--- config.mk ---
export PLATFORM = sky130hd
export DESIGN_NAME = svf_sample_feeder
export DESIGN_NICKNAME = d
export VERILOG_FILES = /design/src/rtl/svf_sample_feeder.sv
export SDC_FILE = /design/constraint.sdc
export NUM_CORES = 1
export LEC_CHECK = 0
export CAP_MARGIN = 20
export CORE_MARGIN = 2
export CORE_UTILIZATION = 60
export CTS_BUF_LIST = sky130_fd_sc_hd__clkbuf_4 sky130_fd_sc_hd__clkbuf_8
export DETAILED_ROUTE_END_ITERATION = 10
export PLACE_DENSITY = 0.85
export SLEW_MARGIN = 15
export SYNTH_ARGS = -nofsm -noshare
export SYNTH_HDL_FRONTEND = slang
export SYNTH_SLANG_ARGS = --single-unit
--- constraint.sdc ---
create_clock -name clk -period 6.4 [get_ports clk]
set_clock_uncertainty 0.15 [all_clocks]
set_input_delay 1.28 -clock clk [delete_from_list [all_inputs] [get_ports clk]]
set_output_delay 1.28 -clock clk [all_outputs]
set_load 0.02 [all_outputs]
--- src/rtl/svf_sample_feeder.sv ---
// Source-side feeder for the 8-bit state variable filter: mixes three voices into
// saturated filter/bypass samples every DIV clocks and presents slewed coefficients.
module svf_sample_feeder #(
  parameter int DIV       = 15,
  parameter int SLEW_STEP = 16
) (
  input  logic              clk,
  input  logic              rst_n,
  input  logic signed [7:0] voice0,
  input  logic signed [7:0] voice1,
  input  logic signed [7:0] voice2,
  input  logic [2:0]        filt_en,
  input  logic [10:0]       fc_target,
  input  logic [1:0]        res_target,
  input  logic              reg_wr,
  output logic signed [7:0] audio_in,
  output logic signed [7:0] bypass_out,
  output logic              sample_valid,
  output logic [10:0]       alpha1,
  output logic [1:0]        alpha2
);

  localparam logic [11:0]        CNT_LAST = 12'(DIV - 1);
  localparam logic [10:0]        STEP_U   = 11'(SLEW_STEP);
  localparam logic signed [11:0] STEP_POS = $signed({1'b0, STEP_U});
  localparam logic signed [11:0] STEP_NEG = 12'sd0 - STEP_POS;

  typedef enum logic [2:0] {
    IDLE = 3'd0,
    ACC0 = 3'd1,
    ACC1 = 3'd2,
    ACC2 = 3'd3,
    EMIT = 3'd4
  } state_t;

  function automatic logic signed [7:0] sat8(input logic signed [9:0] v);
    logic signed [7:0] r;
    if (v > 10'sd127) begin
      r = 8'sh7f;
    end else if (v < -10'sd128) begin
      r = 8'sh80;
    end else begin
      r = v[7:0];
    end
    return r;
  endfunction

  // Bounded step toward the target; never overshoots so alpha1 stays in 0..2047.
  function automatic logic [10:0] slew(input logic [10:0] cur, input logic [10:0] tgt);
    logic signed [11:0] diff;
    logic [10:0]        r;
    diff = $signed({1'b0, tgt}) - $signed({1'b0, cur});
    if (diff > STEP_POS) begin
      r = cur + STEP_U;
    end else if (diff < STEP_NEG) begin
      r = cur - STEP_U;
    end else begin
      r = tgt;
    end
    return r;
  endfunction

  logic [11:0]       cnt_r;
  state_t            state_r;
  state_t            state_s;
  logic              snap_s;
  logic              acc_en_s;
  logic              emit_s;
  logic [1:0]        acc_sel_s;
  logic signed [7:0] snap_v0_r;
  logic signed [7:0] snap_v1_r;
  logic signed [7:0] snap_v2_r;
  logic [2:0]        snap_fe_r;
  logic signed [9:0] filt_acc_r;
  logic signed [9:0] byp_acc_r;
  logic [10:0]       shadow_fc_r;
  logic [1:0]        shadow_res_r;
  logic signed [7:0] voice_s;
  logic              route_s;
  logic signed [9:0] voice_ext_s;

  assign snap_s = (cnt_r == CNT_LAST);

  // Free-running sample-rate divider.
  always_ff @(posedge clk or negedge rst_n) begin
    if (!rst_n) begin
      cnt_r <= 12'd0;
    end else if (snap_s) begin
      cnt_r <= 12'd0;
    end else begin
      cnt_r <= cnt_r + 12'd1;
    end
  end

  // FSM state register.
  always_ff @(posedge clk or negedge rst_n) begin
    if (!rst_n) begin
      state_r <= IDLE;
    end else begin
      state_r <= state_s;
    end
  end

  // FSM next-state logic.
  always_comb begin
    state_s = state_r;
    case (state_r)
      IDLE: begin
        if (snap_s) begin
          state_s = ACC0;
        end else begin
          state_s = IDLE;
        end
      end
      ACC0:    state_s = ACC1;
      ACC1:    state_s = ACC2;
      ACC2:    state_s = EMIT;
      EMIT:    state_s = IDLE;
      default: state_s = IDLE;
    endcase
  end

  // FSM control outputs.
  always_comb begin
    acc_en_s  = 1'b0;
    acc_sel_s = 2'd0;
    emit_s    = 1'b0;
    case (state_r)
      ACC0: begin
        acc_en_s  = 1'b1;
        acc_sel_s = 2'd0;
      end
      ACC1: begin
        acc_en_s  = 1'b1;
        acc_sel_s = 2'd1;
      end
      ACC2: begin
        acc_en_s  = 1'b1;
        acc_sel_s = 2'd2;
      end
      EMIT:    emit_s = 1'b1;
      default: begin
        acc_en_s  = 1'b0;
        acc_sel_s = 2'd0;
        emit_s    = 1'b0;
      end
    endcase
  end

  // Select the snapshot voice and its routing bit for the current ACC state.
  always_comb begin
    voice_s = 8'sd0;
    route_s = 1'b0;
    case (acc_sel_s)
      2'd0: begin
        voice_s = snap_v0_r;
        route_s = snap_fe_r[0];
      end
      2'd1: begin
        voice_s = snap_v1_r;
        route_s = snap_fe_r[1];
      end
      2'd2: begin
        voice_s = snap_v2_r;
        route_s = snap_fe_r[2];
      end
      default: begin
        voice_s = 8'sd0;
        route_s = 1'b0;
      end
    endcase
  end

  assign voice_ext_s = {{2{voice_s[7]}}, voice_s};

  // Voice and routing snapshot.
  always_ff @(posedge clk or negedge rst_n) begin
    if (!rst_n) begin
      snap_v0_r <= 8'sd0;
      snap_v1_r <= 8'sd0;
      snap_v2_r <= 8'sd0;
      snap_fe_r <= 3'd0;
    end else if (snap_s) begin
      snap_v0_r <= voice0;
      snap_v1_r <= voice1;
      snap_v2_r <= voice2;
      snap_fe_r <= filt_en;
    end else begin
      snap_v0_r <= snap_v0_r;
      snap_v1_r <= snap_v1_r;
      snap_v2_r <= snap_v2_r;
      snap_fe_r <= snap_fe_r;
    end
  end

  // Mixing accumulators; 10 bits hold three full-scale voices without wrap.
  always_ff @(posedge clk or negedge rst_n) begin
    if (!rst_n) begin
      filt_acc_r <= 10'sd0;
      byp_acc_r  <= 10'sd0;
    end else if (snap_s) begin
      filt_acc_r <= 10'sd0;
      byp_acc_r  <= 10'sd0;
    end else if (acc_en_s) begin
      if (route_s) begin
        filt_acc_r <= filt_acc_r + voice_ext_s;
      end else begin
        byp_acc_r <= byp_acc_r + voice_ext_s;
      end
    end else begin
      filt_acc_r <= filt_acc_r;
      byp_acc_r  <= byp_acc_r;
    end
  end

  // Coefficient shadow registers, writable in any state.
  always_ff @(posedge clk or negedge rst_n) begin
    if (!rst_n) begin
      shadow_fc_r  <= 11'd0;
      shadow_res_r <= 2'd0;
    end else if (reg_wr) begin
      shadow_fc_r  <= fc_target;
      shadow_res_r <= res_target;
    end else begin
      shadow_fc_r  <= shadow_fc_r;
      shadow_res_r <= shadow_res_r;
    end
  end

  // Output stage: everything updates together on the edge leaving EMIT.
  always_ff @(posedge clk or negedge rst_n) begin
    if (!rst_n) begin
      sample_valid <= 1'b0;
      audio_in     <= 8'sd0;
      bypass_out   <= 8'sd0;
      alpha1       <= 11'd0;
      alpha2       <= 2'd0;
    end else begin
      sample_valid <= emit_s;
      if (emit_s) begin
        audio_in   <= sat8(filt_acc_r);
        bypass_out <= sat8(byp_acc_r);
        alpha1     <= slew(alpha1, shadow_fc_r);
        alpha2     <= shadow_res_r;
      end else begin
        audio_in   <= audio_in;
        bypass_out <= bypass_out;
        alpha1     <= alpha1;
        alpha2     <= alpha2;
      end
    end
  end

endmodule
==> results.yml, run 1 <==
run_status:
  status: "finished, final reports clean"
cts:
  cts_root_buffer: "clkbuf_8"
  cts_buffers: 9
  cts-htree-levels: 3
  insertion_delay_ns: 0.40
  clk_pin_slew_ns: 0.10
  cts-resized-gates: 0
  postCtsHoldBufs: 0
  cts_setup_buffers: 0
  clk_path_buf_depth: 2
  cts_tree: "done"
  cts_num_sinks: 105
logic_synthesis:
  ys_warn_count: 0
  netlist-cell-type-count: 71
  yosys-top-cells-area: "dfrtp_1 41%, nand2_1 11%, ha_1 6.5%"
  synth_most_common_cell: "nand2_1"
  synth.top_cells.by_count: "184 x nand2_1, 105 x dfrtp_1, 78 x nor2_1"
  yosysTopAreaCell: "dfrtp_1"
  synth_edf_count: 0
  synth_seq_cells: 105
  synth_top_area_share_pct: 41.24
  ys.flop_type: "dfrtp_1"
  synthArstFlopShare_pct: 100.0
  synth_nets: 819
  synth-seq-area-share_pct: 41.24
  synthCells: 742
  avgSynthCellArea_um2: 8.586
  synth_area_mm2: 0.006371
power:
  power.share.combinational_pct: 45.6
  clockPowerShare_pct: 17.1
  pwr_density_cell_mw_per_mm2: 335.0
  intPower_w: 0.001454
  peakVddDrop_mv: 0.2144
  power.switching_w: 0.001005
  swShare_pct: 40.86
  power_w: 0.002459
  pwr-share-seq_pct: 37.3
  total_leakage_power_nw: 3.276
placement:
  dpl.hpwl_mm: 10.42
  dp_cells: 922
  numPortBuffers: 72
  place_congestion: 0.9871
global_route:
  grt.met1_usage_pct: 31.98
  first_global_vias: 5566
  grt_max_degree: 73
  grt_overflow: 0
  antenna_found_initial: 0
  grt_usage_pct: 26.89
  met2_usage_pct: 46.70
  met3_usage_pct: 6.322
  grt_pass1_wl_mm: 24.67
  busiest_layer: "met2"
sta:
  maxSlewHeadroom_pct: 39.86
  max_freq_mhz: 263.4
  fin_crit_sh_pct: 59.33
  setup_viol: 0
  tightest_slew_ns: 0.9021
  tns_ns: 0
  rsz0062_at_grt: "false"
  slew_viol_final: 0
  finalCriticalPeriod_ns: 3.797
  hold_viol: 0
critical_path:
  required_ns: 6.53
  critPathKind: "register to register"
  cp-end-kind: "register"
  crit_path_start_kind: "register"
  arrival_ns: 3.93
  cp_max_fo: 8
drt:
  drtIter0Drc: 376
  firstDrtPassIters: 5
  wl_mm: 14.45
  routedWlPerCell_um: 15.41
  via_count: 5530
  ant_nets: 0
  vias_per_cell: 5.896
  route.detailed.drc: 0
die:
  row_count: 37
  pin_count: 73
  core_mm2: 0.01032
  die_y_um: 107.0
  dieArea_mm2: 0.01146
  start_util_pct: 61.71
  die_w_um: 107.0
final_layout:
  drive_gt1_share_pct: 7.731
  fin_cells: 938
  syn_to_final_growth_pct: 15.24
  fill_cells: 777
  n_antenna_cell: 0
  fin_nets: 874
run:
  maxCapViolCount: 0
worst_hold_path:
  min_path_type: "register to register"
[stage by stage]
stage	util [%]	hold slack, ns	worst slack (ns)	area (um^2)
floorplan	-	0.2848	2.972	6371
global placement	69.24	0.3048	2.846	7148
detailed placement	69.24	0.3086	2.714	7148
CTS	71.12	0.3284	2.617	7342
global route	71.12	0.3470	2.389	7342
finish	71.12	0.3233	2.603	7342
[flip-flops by register name, indices dropped and copies added, names as in the netlist, 3 cells and up]
| signal | count |
|---|---|
| snap_v2_r | 8 |
| snap_v0_r | 8 |
| snap_v1_r | 8 |
| cnt_r | 12 |
| byp_acc_r | 10 |
| bypass_out | 8 |
| audio_in | 8 |
| filt_acc_r | 10 |
| snap_fe_r | 3 |
| alpha1 | 11 |
| state_r | 3 |
| shadow_fc_r | 11 |
[power by group through the flow]
stage               sequential, W  combinational [W]  clock [W]
floorplan                0.000955           0.000733          0
global placement         0.000921            0.00105          0
detailed placement       0.000930            0.00110          0
CTS                      0.000916            0.00110   0.000430
global route             0.000939            0.00123   0.000451
finish                   0.000918            0.00112   0.000420
[cell families (layout without fill, tap and decap cells)]
kind of cell | after synthesis | in the layout | share of synthesized area [%]
AO/OA/AOI/OAI | 144 | 144 | 14.53
AND/OR/NAND/NOR | 328 | 328 | 21.86
multiplexers | 41 | 41 | 7.129
buffers and inverters | 56 | 116 | 3.751
adder cells (fa/ha/maj) | 35 | 35 | 6.952
XOR/XNOR | 33 | 33 | 4.537
flip-flops | 105 | 105 | 41.24
[metal layers]
layer	share of wire, %	vias to the layer above	wire length [um]
met5	0	-	0
met4	3.1	0	444
met3	5.7	53	827
met2	50	215	7175
met1	42	2611	6003
li1	-	2651	-
[critical path, stage by stage, from the launching register on]
cell and delay, ns:
dfrtp_1 0.39, inv_1 0.07, ha_1 0.17, inv_1 0.06
fa_1 0.43, xor2_1 0.21, nor4bb_1 0.31, mux2_2 0.23
o21ai_1 0.06, a2111oi_1 0.52, nand3_1 0.21, o22ai_4 0.32
and2_4 0.25, mux2_4 0.30
[layout make-up]
cell class | instances | area [um^2] | share of cell area [%]
Clock buffer | 9 | 123.9 | 1.687
Clock inverter | 7 | 70.07 | 0.9543
Inverter | 22 | 82.58 | 1.125
Multi-Input combinational cell | 581 | 3505 | 47.73
Sequential cell | 105 | 2628 | 35.79
Tap cell | 136 | 170.2 | 2.318
Timing Repair Buffer | 78 | 763.2 | 10.40
[final timing paths]
check | slack [ns] | start | end | cells after the start
worst min register to register | 0.32 | cnt_r[11]$_DFF_PN0_ | cnt_r[11]$_DFF_PN0_ | 1
worst max register to register | 2.60 | shadow_fc_r[0]$_DFFE_PN0P_ | alpha1[3]$_DFFE_PN0P_ | 13
worst min-delay path | 0.32 | cnt_r[11]$_DFF_PN0_ | cnt_r[11]$_DFF_PN0_ | 1
worst max-delay path | 2.60 | shadow_fc_r[0]$_DFFE_PN0P_ | alpha1[3]$_DFFE_PN0P_ | 13
max in group asynchronous | 4.17 | rst_n | cnt_r[2]$_DFF_PN0_ | 2
min in group asynchronous | 0.66 | rst_n | filt_acc_r[5]$_DFFE_PN0P_ | 1
[placed cells by master, fill, tap and decap left out, drive strengths merged, types with 3 or more instances in the layout]
cell	netlist	routed
nor2	78	78
dfrtp	105	105
a31oi	5	5
a2111oi	3	3
and3	4	4
or3	5	5
xor2	14	14
buf	9	7
o22ai	7	7
mux2i	21	21
or2	7	7
mux2	20	20
nand4	5	5
clkinv	0	4
a221o	3	3
o21ai	59	59
a211oi	5	5
o211ai	7	7
nand2	184	184
clkdlybuf4s50	0	71
nor2b	4	4
a21oi	27	27
nor3	7	7
and2	3	3
xnor2	19	19
clkbuf	25	9
nand3	18	18
a21o	5	5
inv	22	23
o21a	6	6
ha	33	33
No activity file was read; power rests on OpenSTA's default activity.
==> run 2: changes to the inputs <==
--- a/config.mk
+++ b/config.mk
@@ -7,10 +7,10 @@
 export LEC_CHECK = 0
 export CAP_MARGIN = 20
 export CORE_MARGIN = 2
-export CORE_UTILIZATION = 60
+export CORE_UTILIZATION = 53
 export CTS_BUF_LIST = sky130_fd_sc_hd__clkbuf_4 sky130_fd_sc_hd__clkbuf_8
 export DETAILED_ROUTE_END_ITERATION = 10
-export PLACE_DENSITY = 0.85
+export PLACE_DENSITY = 0.79
 export SLEW_MARGIN = 15
 export SYNTH_ARGS = -nofsm -noshare
 export SYNTH_HDL_FRONTEND = slang
==> constraint.sdc (replaced) <==
create_clock -name clk -period 3.1 [get_ports clk]
set_clock_uncertainty 0.15 [all_clocks]
set_input_delay 0.62 -clock clk [delete_from_list [all_inputs] [get_ports clk]]
set_output_delay 0.62 -clock clk [all_outputs]
set_load 0.02 [all_outputs]
==> run 2 against run 1 <==
  * The flow now finishes with violations (setup timing)
  * Maximum frequency is 17% higher
  * First-iteration DRC count shrank 8.5%
  * Total power is 120% higher
  * Core utilization down 5.1 points
  * Non-clock buffer count grew 44
  * Clock power increased by 100%
  * Combinational power increased by 140%
  * Register-to-register slack got worse by 2.8 ns
  * Cell count grew 5.9%
==> results.yml, run 2 (synthesized netlist as in run 1, its figures left out) <==
run_status:
  status: "finished with violations"
  violations: "setup timing"
drt:
  route.detailed.drc: 0
  via_count: 5623
  ant_nets: 0
  drtIter0Drc: 344
  wl_mm: 15.34
  firstDrtPassIters: 4
  vias_per_cell: 5.663
  routedWlPerCell_um: 15.44
sta:
  tightest_slew_ns: 0.5951
  fin_ws_ns: -0.1526
  hold_viol: 0
  setup_viol: 11
  fin_crit_sh_pct: 104.9
  rsz0062_at_grt: "true"
  finalCriticalPeriod_ns: 3.253
  slew_viol_final: 0
  whs_ns: 0.05089
  max_freq_mhz: 307.4
  maxSlewHeadroom_pct: 60.33
global_route:
  met2_usage_pct: 44.23
  busiest_layer: "met2"
  antenna_found_initial: 0
  met3_usage_pct: 5.313
  grt_max_degree: 46
  grt_usage_pct: 24.62
  grt.met1_usage_pct: 29.55
  first_global_vias: 5607
  grt_pass1_wl_mm: 25.64
  grt_overflow: 0
die:
  start_util_pct: 53.71
  die_w_um: 113.6
  row_count: 40
  pin_count: 73
  dieArea_mm2: 0.01291
  die_y_um: 113.6
  core_mm2: 0.01186
final_layout:
  layout_commonest_cell: "nand2_1"
  n_antenna_cell: 0
  fin_nets: 918
  syn_to_final_growth_pct: 22.94
  top_register: "cnt_r"
  largest_reg_flops: 12
  drive_gt1_share_pct: 15.37
  fill_cells: 977
  top_regs: "cnt_r (12), alpha1 (11), shadow_fc_r (11)"
  fin_cells: 993
  design_area_mm2: 0.007833
  final_cell_mix: "184 x nand2_1, 102 x dfrtp_1, 78 x nor2_1"
  utilization_pct: 66.03
cts:
  clk_pin_slew_ns: 0.11
  clk_path_buf_depth: 2
  insertion_delay_ns: 0.41
  cts_buffers: 9
  cts_root_buffer: "clkbuf_8"
  cts-htree-levels: 3
  cts_num_sinks: 105
  cts_tree: "done"
placement:
  dpl.hpwl_mm: 11.19
  placed_cell_area_mm2: 0.007490
  dp_cells: 970
  place_congestion: 0.8982
  numPortBuffers: 72
  pre_cts_slack_ns: -0.2311
critical_path:
  path_buf_inv: 2
  cp_max_fo: 4
  crit_slowest_cell: "a2111oi_4"
  worstRegToRegCells: 13
  reg2reg_to: "alpha1[0]$_DFFE_PN0P_"
  cp-end-kind: "register"
  cpPeakStageDelay_ns: 0.41
  worstReg2RegStart: "shadow_fc_r[0]$_DFFE_PN0P_"
  arrival_ns: 3.39
  path_cells: "inv_2 > ha_4 > inv_2 > fa_2 > xor2_2 > nor4bb_2 > mux2_4 > o21ai_2 > a2111oi_4 > nand3_2 > o22ai_4 > and2_4 > mux2_4"
  crit_path_start_kind: "register"
  critPathKind: "register to register"
  path_delay_family: "compound AO/OA/AOI/OAI gates"
  required_ns: 3.24
  regToRegSetupSlack_ns: -0.15
power:
  pwr_density_cell_mw_per_mm2: 689.8
  peakVddDrop_mv: 0.3394
  total_leakage_power_nw: 3.502
run:
  maxCapViolCount: 0
worst_hold_path:
  min_path_type: "input port to asynchronous set/reset pin"
## run 2: cell count changes in the layout (fill, tap and decap cells not counted), sizes merged
cell / delta
inv: +3
bufinv: -1
clkinvlp: +1
buf: +44
clkinv: -3
## run 2: worst register-to-register path, cell delays in order (launching register included)
cell	delay [ns]
dfrtp_1	0.40
inv_2	0.08
ha_4	0.13
inv_2	0.03
fa_2	0.37
xor2_2	0.20
nor4bb_2	0.27
mux2_4	0.21
o21ai_2	0.07
a2111oi_4	0.41
nand3_2	0.14
o22ai_4	0.17
and2_4	0.21
mux2_4	0.31
## run 2: how the worst max path moves through the flow
stage / from / endpoint / slack, ns / depth (start not counted)
CTS: shadow_fc_r[0]$_DFFE_PN0P_ / alpha1[0]$_DFFE_PN0P_ / -0.20 / 13
floorplan: alpha1[0]$_DFFE_PN0P_ / alpha1[0]$_DFFE_PN0P_ / -0.15 / 12
detailed placement: shadow_fc_r[0]$_DFFE_PN0P_ / alpha1[0]$_DFFE_PN0P_ / -0.23 / 13
global route: shadow_fc_r[0]$_DFFE_PN0P_ / alpha1[0]$_DFFE_PN0P_ / -0.34 / 13
global placement: shadow_fc_r[0]$_DFFE_PN0P_ / alpha1[0]$_DFFE_PN0P_ / -0.14 / 13
finish: shadow_fc_r[0]$_DFFE_PN0P_ / alpha1[0]$_DFFE_PN0P_ / -0.15 / 13
## run 2: through the flow
stage               power [W]  TNS, ns
floorplan            0.003522  -0.5868
global placement     0.004296  -0.8392
detailed placement   0.004397   -1.747
CTS                  0.005366   -1.563
global route         0.005747   -3.394
finish               0.005403   -1.319
## run 2: routing by layer
metal	vias up	routed length, um
li1	2737	-
met1	2681	6496
met2	163	7758
met3	42	710
met4	0	370
met5	-	0
## run 2: power breakdown
group | switching [W] | leakage (nW) | internal, W
combinational | 0.00142 | 2.14 | 0.00126
sequential | 0.000261 | 1.27 | 0.00161
clock | 0.000545 | 0.0915 | 0.000313
total | 0.00222 | 3.50 | 0.00318
## run 2: cell type report
class	count	area [um^2]	area share, %
repair buffers	122	1105	14.11
inverters	22	82.58	1.054
clock inverters	7	68.82	0.8786
multi-input cells	581	3637	46.44
well taps	147	183.9	2.348
flip-flops and latches	105	2631	33.59
clock buffers	9	123.9	1.581
## run 2: timing repair
action,CTS,global route
gates resized for setup,13,9
setup buffers,7,0
hold buffers,0,0
pin swaps,13,2
setup endpoints to repair,14,14
